### src/rtl/ram_port_arbiter.sv
// Round-robin arbiter sharing one data RAM port between fetch (I) and LSU (D).
// Checks alignment/range, drives the RAM, registers responses, counts stalls.
module ram_port_arbiter #(
    parameter int ADDR_W = 11,
    parameter int CNT_W  = 16
) (
    input  logic             clk,
    input  logic             rst,
    input  logic             i_req,
    input  logic [31:0]      i_addr,
    output logic             i_gnt,
    output logic             i_rvalid,
    output logic [31:0]      i_rdata,
    output logic             i_err,
    input  logic             d_req,
    input  logic             d_we,
    input  logic [2:0]       d_access,
    input  logic [31:0]      d_addr,
    input  logic [31:0]      d_wdata,
    output logic             d_gnt,
    output logic             d_rvalid,
    output logic [31:0]      d_rdata,
    output logic             d_err,
    output logic             ram_load,
    output logic             ram_store,
    output logic [2:0]       ram_access,
    output logic [31:0]      ram_addr,
    output logic [31:0]      ram_wdata,
    input  logic [31:0]      ram_rdata,
    input  logic             stat_clr,
    output logic [CNT_W-1:0] i_stall_cnt,
    output logic [CNT_W-1:0] d_stall_cnt
);

    localparam int HI = ADDR_W + 2;

    logic             last_d_q;
    logic             i_oor, d_oor;
    logic             i_bad, d_bad;
    logic             i_rvalid_q, d_rvalid_q;
    logic             i_err_q, d_err_q;
    logic [31:0]      i_rdata_q, d_rdata_q;
    logic [CNT_W-1:0] i_cnt_q, i_cnt_d;
    logic [CNT_W-1:0] d_cnt_q, d_cnt_d;

    // Grant the lone requester; on a tie grant the port that did not win last.
    // Grants are masked while reset is held so every output reads 0.
    always_comb begin
        i_gnt = rst & i_req & (~d_req | last_d_q);
        d_gnt = rst & d_req & (~i_req | ~last_d_q);
    end

    // Out-of-range and alignment/encoding checks for both ports.
    always_comb begin
        i_oor = |(i_addr >> HI);
        d_oor = |(d_addr >> HI);
        i_bad = i_oor | (i_addr[1:0] != 2'b00);
        d_bad = d_oor;
        unique case (d_access)
            3'b000:  d_bad = d_oor;
            3'b001:  d_bad = d_oor | d_addr[0];
            3'b010:  d_bad = d_oor | (d_addr[1:0] != 2'b00);
            3'b100:  d_bad = d_oor | d_we;
            3'b101:  d_bad = d_oor | d_we | d_addr[0];
            default: d_bad = 1'b1;
        endcase
    end

    // Route the winner's payload to the RAM; erroring accesses never strobe it.
    always_comb begin
        ram_load   = 1'b0;
        ram_store  = 1'b0;
        ram_access = 3'b000;
        ram_addr   = 32'h0;
        ram_wdata  = 32'h0;
        if (i_gnt) begin
            ram_load   = ~i_bad;
            ram_access = 3'b010;
            ram_addr   = i_addr;
        end else if (d_gnt) begin
            ram_load   = ~d_we & ~d_bad;
            ram_store  = d_we & ~d_bad;
            ram_access = d_access;
            ram_addr   = d_addr;
            ram_wdata  = d_wdata;
        end
    end

    // Saturating stall counters; a clear beats the increment.
    always_comb begin
        i_cnt_d = i_cnt_q;
        d_cnt_d = d_cnt_q;
        if (stat_clr) begin
            i_cnt_d = '0;
            d_cnt_d = '0;
        end else begin
            if (i_req && !i_gnt && i_cnt_q != '1)
                i_cnt_d = i_cnt_q + CNT_W'(1);
            if (d_req && !d_gnt && d_cnt_q != '1)
                d_cnt_d = d_cnt_q + CNT_W'(1);
        end
    end

    // Round-robin pointer, one-cycle responses and stall counter state.
    always_ff @(posedge clk or negedge rst) begin
        if (!rst) begin
            last_d_q   <= 1'b1;
            i_rvalid_q <= 1'b0;
            i_err_q    <= 1'b0;
            i_rdata_q  <= 32'h0;
            d_rvalid_q <= 1'b0;
            d_err_q    <= 1'b0;
            d_rdata_q  <= 32'h0;
            i_cnt_q    <= '0;
            d_cnt_q    <= '0;
        end else begin
            if (i_gnt)
                last_d_q <= 1'b0;
            else if (d_gnt)
                last_d_q <= 1'b1;
            i_rvalid_q <= i_gnt;
            i_err_q    <= i_gnt & i_bad;
            i_rdata_q  <= (i_gnt && !i_bad) ? ram_rdata : 32'h0;
            d_rvalid_q <= d_gnt;
            d_err_q    <= d_gnt & d_bad;
            d_rdata_q  <= (d_gnt && !d_we && !d_bad) ? ram_rdata : 32'h0;
            i_cnt_q    <= i_cnt_d;
            d_cnt_q    <= d_cnt_d;
        end
    end

    assign i_rvalid    = i_rvalid_q;
    assign i_err       = i_err_q;
    assign i_rdata     = i_rdata_q;
    assign d_rvalid    = d_rvalid_q;
    assign d_err       = d_err_q;
    assign d_rdata     = d_rdata_q;
    assign i_stall_cnt = i_cnt_q;
    assign d_stall_cnt = d_cnt_q;

endmodule

### config.mk
export PLATFORM = sky130hd
export DESIGN_NAME = ram_port_arbiter
export DESIGN_NICKNAME = d
export VERILOG_FILES = /design/src/rtl/ram_port_arbiter.sv
export SDC_FILE = /design/constraint.sdc
export NUM_CORES = 1
export LEC_CHECK = 0
export ABC_AREA = 1
export BUFFER_PORTS_ARGS = -buffer_cell sky130_fd_sc_hd__buf_2
export CORE_MARGIN = 10
export CORE_UTILIZATION = 47
export CTS_CLUSTER_SIZE = 30
export DETAILED_ROUTE_END_ITERATION = 8
export GPL_TIMING_DRIVEN = 0
export PLACE_DENSITY = 0.86
export SYNTH_ARGS = -nofsm -noshare
export SYNTH_HDL_FRONTEND = slang
export SYNTH_SLANG_ARGS = --single-unit
### constraint.sdc
create_clock -name clk -period 3.6 [get_ports clk]
set_clock_uncertainty 0.15 [all_clocks]
set_input_delay 0.18 -clock clk [delete_from_list [all_inputs] [get_ports clk]]
set_output_delay 0.18 -clock clk [all_outputs]
set_load 0.03 [all_outputs]
==> results.py, run 1 <==
metrics = {
    "sta": {
        "min_period_ns": 2.93,
        "fmax_ghz": 0.341,
        "min_period_over_period": 0.815,
        "worst_pin_slew_ns": 0.574,
        "holdWs_ns": 0.104,
        "maxSlewHeadroom": 0.617,
        "setup_viol": 0,
        "hold_violations": 0,
        "slew_violations": 0,
        "setup_tns_ns": 0,
        "setup_slack_ns": 0.667,
        "rsz0062_at_grt": "false",
    },
    "worst_setup_path": {
        "end_kind": "output pin",
        "crit_buf_inv": 6,
        "cp.depth": 9,
        "rr_worst_depth": 9,
        "crit_path_frequent_cell": "buf_2",
        "rr_startpoint": "d_stall_cnt[0]$_DFFE_PN0P_",
        "critPathTopFamily": "buffers and inverters",
        "slowest_stage": "dlygate4sd3_1",
        "critPathArrivalTime_ns": 2.60,
        "start_kind": "primary input",
        "cp_cell_sequence": "dlygate4sd3_1 > buf_4 > nand3_2 > inv_1 > buf_2 > buf_2 > nand2_1 > o21ai_0 > buf_2",
        "critPathRequiredTime_ns": 3.27,
        "crit_type": "primary input to output pin",
        "crit_fanout": 43,
        "cp-startpoint": "rst",
        "max_stage_delay_ns": 0.53,
    },
    "grt": {
        "grt_overflow": 0,
        "grt_pass1_vias": 5681,
        "grt_start_max_net_pins": 62,
        "grt_usage": 0.249,
        "grt_pass1_wl_mm": 31.2,
        "antenna_found_initial": 3,
    },
    "routing": {
        "drcViolationCount": 0,
        "dr.pass1.iters": 5,
        "routedWlPerCell_um": 17.1,
        "viasPerCell": 4.89,
        "first_iter_violations": 383,
        "via_count": 5726,
        "ant_nets": 0,
        "drt_wl_total_mm": 20.1,
    },
    "placement": {
        "place_ws_ns": 1.18,
        "gp_congestion": 0.978,
        "hpwl_mm": 16.2,
        "dp_cells": 1119,
        "io_buffers": 306,
    },
    "finish": {
        "area_delta_synth_final_pct": 43.8,
        "drive_above_1_share": 0.352,
        "final_common_cell": "buf_2",
        "stdcell_count": 1171,
        "final_cell_mix": "buf_2 (317), nor2_1 (145), nand2_1 (128)",
        "nets": 1162,
    },
    "clock_tree": {
        "postCtsHoldBufs": 33,
        "postCtsSetupBuffers": 0,
        "cts_tree": "built",
        "clock_path_buffers": 2,
        "clkSinkCount": 101,
        "clk_latency_ns": 0.35,
        "ctsResizeCount": 0,
        "cts-root-buf": "clkbuf_8",
        "cts_buffers": 9,
        "clk_pin_slew_worst_paths_ns": 0.09,
        "h-tree-depth": 3,
    },
    "logic_synthesis": {
        "ys_ff_latch": 101,
        "synth_cells": 672,
        "synth_area_per_cell_um2": 7.66,
        "ys_types": 32,
        "syn_nets": 811,
        "syn_area_um2": 5150,
        "synth_warnings": 0,
        "seq_area_frac_synth": 0.491,
    },
    "die": {
        "num_io_pins": 308,
        "row_count": 38,
        "fp.coreArea_um2": 10800,
        "fp.dieH_um": 125,
        "die_x_um": 125,
        "start_util": 0.477,
        "dieArea_um2": 15500,
    },
    "pwr": {
        "netSwitchingFraction": 0.316,
        "leakagePower_nw": 4.57,
        "p_int_w": 0.00157,
        "pwr-share-clk": 0.292,
        "ir_drop_mv": 0.244,
        "sequentialPowerShare": 0.502,
        "power_density_nw_per_um2": 311,
        "power_w": 0.00230,
        "p_sw_w": 0.000726,
        "pwr-share-comb": 0.206,
    },
    "worst_hold_path": {
        "hold_path_depth": 7,
        "holdCritPathClass": "primary input to register",
        "hold_start": "i_addr[29]",
    },
    "outcome": {
        "status": "complete, no violations",
    },
    "flow_run": {
        "max_cap_viol_count": 0,
    },
}
-- cells by family (layout without fill, tap and decap cells) --
family | after synthesis | count (layout) | share of synthesized area
and+or+nand+nor | 354 | 354 | 0.297
other | 0 | 3 | 0
AOI/OAI and AO/OA | 57 | 57 | 0.0724
buffers and inverters | 148 | 504 | 0.118
DFF | 101 | 101 | 0.491
xor gates and xnor gates | 10 | 10 | 0.0170
adders and majority gates | 2 | 2 | 0.00486
-- worst min-delay path: stages --
cell,delay (ns)
buf_2,0.07
inv_1,0.04
nand2_1,0.05
nor2_1,0.05
nand3_1,0.07
nand2_1,0.04
inv_1,0.06
-- layer usage --
metal | wire length [µm] | share of wire | vias up | GRT usage
li1 | - | - | 2775 | -
met1 | 7040 | 0.35 | 2656 | 0.258
met2 | 10600 | 0.53 | 249 | 0.454
met3 | 1560 | 0.078 | 46 | 0.0655
met4 | 903 | 0.045 | 0 | 0.120
met5 | 0 | 0 | - | 0
-- power by group through the flow --
stage	Clock [W]	Combinational [W]	Sequential, W
after floorplan	0	0.000230	0.00119
after global placement	0	0.000437	0.00118
after detailed placement	0	0.000446	0.00118
after CTS	0.000682	0.000476	0.00115
after global routing	0.000730	0.000516	0.00116
final	0.000672	0.000474	0.00115
-- final timing paths --
check | to | slack, ns
setup / recovery | ram_addr[20] | 0.67
hold / removal | i_err$_DFF_PN0_ | 0.10
setup reg to reg | d_stall_cnt[7]$_DFFE_PN0P_ | 1.52
hold reg to reg | last_d_q$_DFFE_PN1P_ | 0.38
max in group asynchronous | d_rdata[19]$_DFF_PN0_ | 2.42
min in group asynchronous | i_stall_cnt[4]$_DFFE_PN0P_ | 0.21
-- metrics by stage --
stage               instance area [µm²]   util
finish                             7400  0.686
global route                       7400  0.685
CTS                                7400  0.685
detailed placement                 6890  0.638
global placement                   6860  0.635
floorplan                          5150      -
-- sequential cells by signal, indices dropped and copies added (netlist names) --
signal	cells
d_stall_cnt	16
d_rvalid	1
i_rvalid	1
d_rdata	32
last_d_q	1
d_err	1
i_rdata	32
i_stall_cnt	16
i_err	1
-- layout make-up --
type                    instances  area (µm²)
repair buffers                340        1890
flip-flops and latches        101        2530
inverters                     124         470
fillers                       904        3390
well taps                     140         175
multi-input cells             423        2010
clock inverters                 6        51.3
plain buffers                  24         136
clock buffers                  10         128
diodes                          3        7.51
-- Yosys cell counts (all sizes together) --
cell type,n,share of area
nand3,32,0.033
nand4,26,0.032
nor2,152,0.12
clkbuf,7,0.0051
buf,17,0.021
nand2,134,0.10
a22o,13,0.022
clkinv,1,0.0017
dfrtp,100,0.49
o22ai,5,0.0061
nand3b,3,0.0044
ha,2,0.0049
o21ai,30,0.032
and2,1,0.0012
o21bai,7,0.010
xor2,10,0.017
inv,123,0.090
a21oi,2,0.0019
nor3,4,0.0039
dfstp,1,0.0051
or2,2,0.0024
No activity file was read; power rests on OpenSTA's default activity.
==> inputs of run 2 (changes only) <==
--- a/config.mk
+++ b/config.mk
@@ -8,11 +8,11 @@
 export ABC_AREA = 1
 export BUFFER_PORTS_ARGS = -buffer_cell sky130_fd_sc_hd__buf_2
 export CORE_MARGIN = 10
-export CORE_UTILIZATION = 47
+export CORE_UTILIZATION = 44
 export CTS_CLUSTER_SIZE = 30
 export DETAILED_ROUTE_END_ITERATION = 8
 export GPL_TIMING_DRIVEN = 0
-export PLACE_DENSITY = 0.86
+export PLACE_DENSITY = 0.81
 export SYNTH_ARGS = -nofsm -noshare
 export SYNTH_HDL_FRONTEND = slang
 export SYNTH_SLANG_ARGS = --single-unit
==> constraint.sdc (replaced) <==
create_clock -name clk -period 2.85 [get_ports clk]
set_clock_uncertainty 0.15 [all_clocks]
set_input_delay 0.1425 -clock clk [delete_from_list [all_inputs] [get_ports clk]]
set_output_delay 0.1425 -clock clk [all_outputs]
set_load 0.03 [all_outputs]
==> run 2 against run 1 <==
Against the previous run: combinational power up 26%; routed wire length rose by 3.7%; sequential cell count unchanged; first-iteration DRC count rose by 25%; final area up 1.7%; worst hold slack got worse by 0.054 ns; worst setup slack got worse by 0.42 ns; register-to-register slack worse by 0.81 ns; sequential power up 27%; non-clock buffer count unchanged; count of clock-buffer cells in the layout decreased by 1; power up 42%.
==> results.py, run 2 (synthesized netlist as in run 1, its figures left out) <==
metrics = {
    "grt": {
        "grt_overflow": 0,
        "busiest_layer": "met2",
        "grt_use_met2": 0.440,
        "grt_pass1_wl_mm": 31.2,
        "antenna_found_initial": 1,
        "grt_start_max_net_pins": 64,
        "grt_pass1_vias": 5628,
        "grt_usage": 0.244,
        "grtUsageMet1": 0.250,
        "met3_usage": 0.0885,
    },
    "worst_setup_path": {
        "crit_type": "primary input to output pin",
        "critPathTopFamily": "buffers and inverters",
        "slowest_stage": "dlygate4sd3_1",
        "crit_fanout": 41,
        "rrSetupSlack_ns": 0.71,
        "crit_path_frequent_cell": "buf_2",
        "crit_buf_inv": 6,
        "end_kind": "output pin",
        "critPathArrivalTime_ns": 2.31,
        "cp_cell_sequence": "dlygate4sd3_1 > buf_8 > nand3_2 > inv_1 > buf_2 > buf_2 > nand2_1 > o21ai_0 > buf_2",
        "start_kind": "primary input",
        "max_stage_delay_ns": 0.56,
        "critPathRequiredTime_ns": 2.56,
    },
    "die": {
        "dieArea_um2": 16400,
        "die_x_um": 128,
        "start_util": 0.451,
        "fp.coreArea_um2": 11400,
        "fp.dieH_um": 128,
        "num_io_pins": 308,
        "row_count": 39,
    },
    "sta": {
        "slew_violations": 0,
        "min_period_over_period": 0.912,
        "min_period_ns": 2.60,
        "fmax_ghz": 0.385,
        "hold_violations": 0,
        "setup_viol": 0,
        "setup_slack_ns": 0.252,
        "maxSlewHeadroom": 0.645,
        "rsz0062_at_grt": "false",
        "worst_pin_slew_ns": 0.533,
        "setup_tns_ns": 0,
    },
    "pwr": {
        "ir_drop_mv": 0.528,
        "power_density_nw_per_um2": 435,
        "leakagePower_nw": 4.62,
    },
    "placement": {
        "dp_cells": 1122,
        "hpwl_mm": 16.5,
        "gp_congestion": 0.897,
        "place_ws_ns": 0.590,
        "io_buffers": 306,
    },
    "routing": {
        "dr.pass1.iters": 6,
        "via_count": 5722,
        "first_iter_violations": 480,
        "ant_nets": 0,
        "drt_wl_total_mm": 20.8,
        "viasPerCell": 4.88,
        "drcViolationCount": 0,
        "routedWlPerCell_um": 17.7,
    },
    "finish": {
        "final_cell_mix": "buf_2 (317), nor2_1 (145), nand2_1 (128)",
        "drive_above_1_share": 0.353,
        "final_common_cell": "buf_2",
        "final_core_util": 0.659,
        "nets": 1162,
        "stdcell_count": 1172,
        "area_delta_synth_final_pct": 46.1,
    },
    "clock_tree": {
        "clkSinkCount": 101,
        "cts_buffers": 9,
        "clock_path_buffers": 2,
        "cts_tree": "built",
        "cts-root-buf": "clkbuf_16",
        "h-tree-depth": 3,
        "clk_pin_slew_worst_paths_ns": 0.07,
        "clk_latency_ns": 0.36,
    },
    "outcome": {
        "status": "complete, no violations",
    },
    "worst_hold_path": {
        "holdCritPathClass": "primary input to register",
    },
    "flow_run": {
        "max_cap_viol_count": 0,
    },
}
## run 2: cell types whose count changed in the layout (fill, tap and decap cells not counted), sizes merged
cell	change
inv	-1
clkbuf	-1
clkinv	+2
diode	-2
## run 2: worst reg2reg max path, delay by kind of cell, from the launching register on
kind | cells | cell delay [ns]
DFF | 1 | 0.53
buffers and inverters | 3 | 0.63
and+or+nand+nor | 2 | 0.57
AOI/OAI and AO/OA | 1 | 0.15
## run 2: routing by layer
| metal | vias to the layer above | part of all wire |
|---|---|---|
| li1 | 2760 | - |
| met1 | 2669 | 0.35 |
| met2 | 254 | 0.53 |
| met3 | 39 | 0.088 |
| met4 | 0 | 0.034 |
| met5 | - | 0 |
## run 2: cell type report
type	instances	area, µm²
repair buffers	340	1900
flip-flops and latches	101	2530
clock inverters	7	70.1
well taps	143	179
diodes	1	2.50
clock buffers	9	225
multi-input cells	423	2010
plain buffers	24	136
inverters	124	470
fillers	945	3890
## run 2: metrics by stage
step / area (µm²) / hold WS (ns) / power [W]
detailed placement: 6890 / 0.00273 / 0.00205
global route: 7530 / 0.104 / 0.00339
floorplan: 5150 / -0.303 / 0.00179
finish: 7530 / 0.0507 / 0.00327
global placement: 6860 / 0.227 / 0.00204
CTS: 7520 / 0.0404 / 0.00329
## run 2: report_power, final
| group | leakage (nW) | internal, W | switching, W |
|---|---|---|---|
| combinational | 3.08 | 0.000211 | 0.000388 |
| clock | 0.141 | 0.000616 | 0.000603 |
| sequential | 1.40 | 0.00145 | 0.0000102 |
## run 2: what timing repair did
item	CTS	global route
endpoints found under the setup margin	0	27
hold buffers	33	0
setup buffers	0	0
gates resized for setup	0	3
endpoints found under the hold margin	102	0
## run 2: worst paths after layout
check / start / to / cells after the start
max: rst / ram_addr[22] / 9
min: stat_clr / i_stall_cnt[7]$_DFFE_PN0P_ / 4
max reg2reg: last_d_q$_DFFE_PN1P_ / i_rdata[13]$_DFF_PN0_ / 6
min reg2reg: last_d_q$_DFFE_PN1P_ / last_d_q$_DFFE_PN1P_ / 2
max in group asynchronous: rst / d_rdata[11]$_DFF_PN0_ / 3
min in group asynchronous: rst / i_rvalid$_DFF_PN0_ / 2
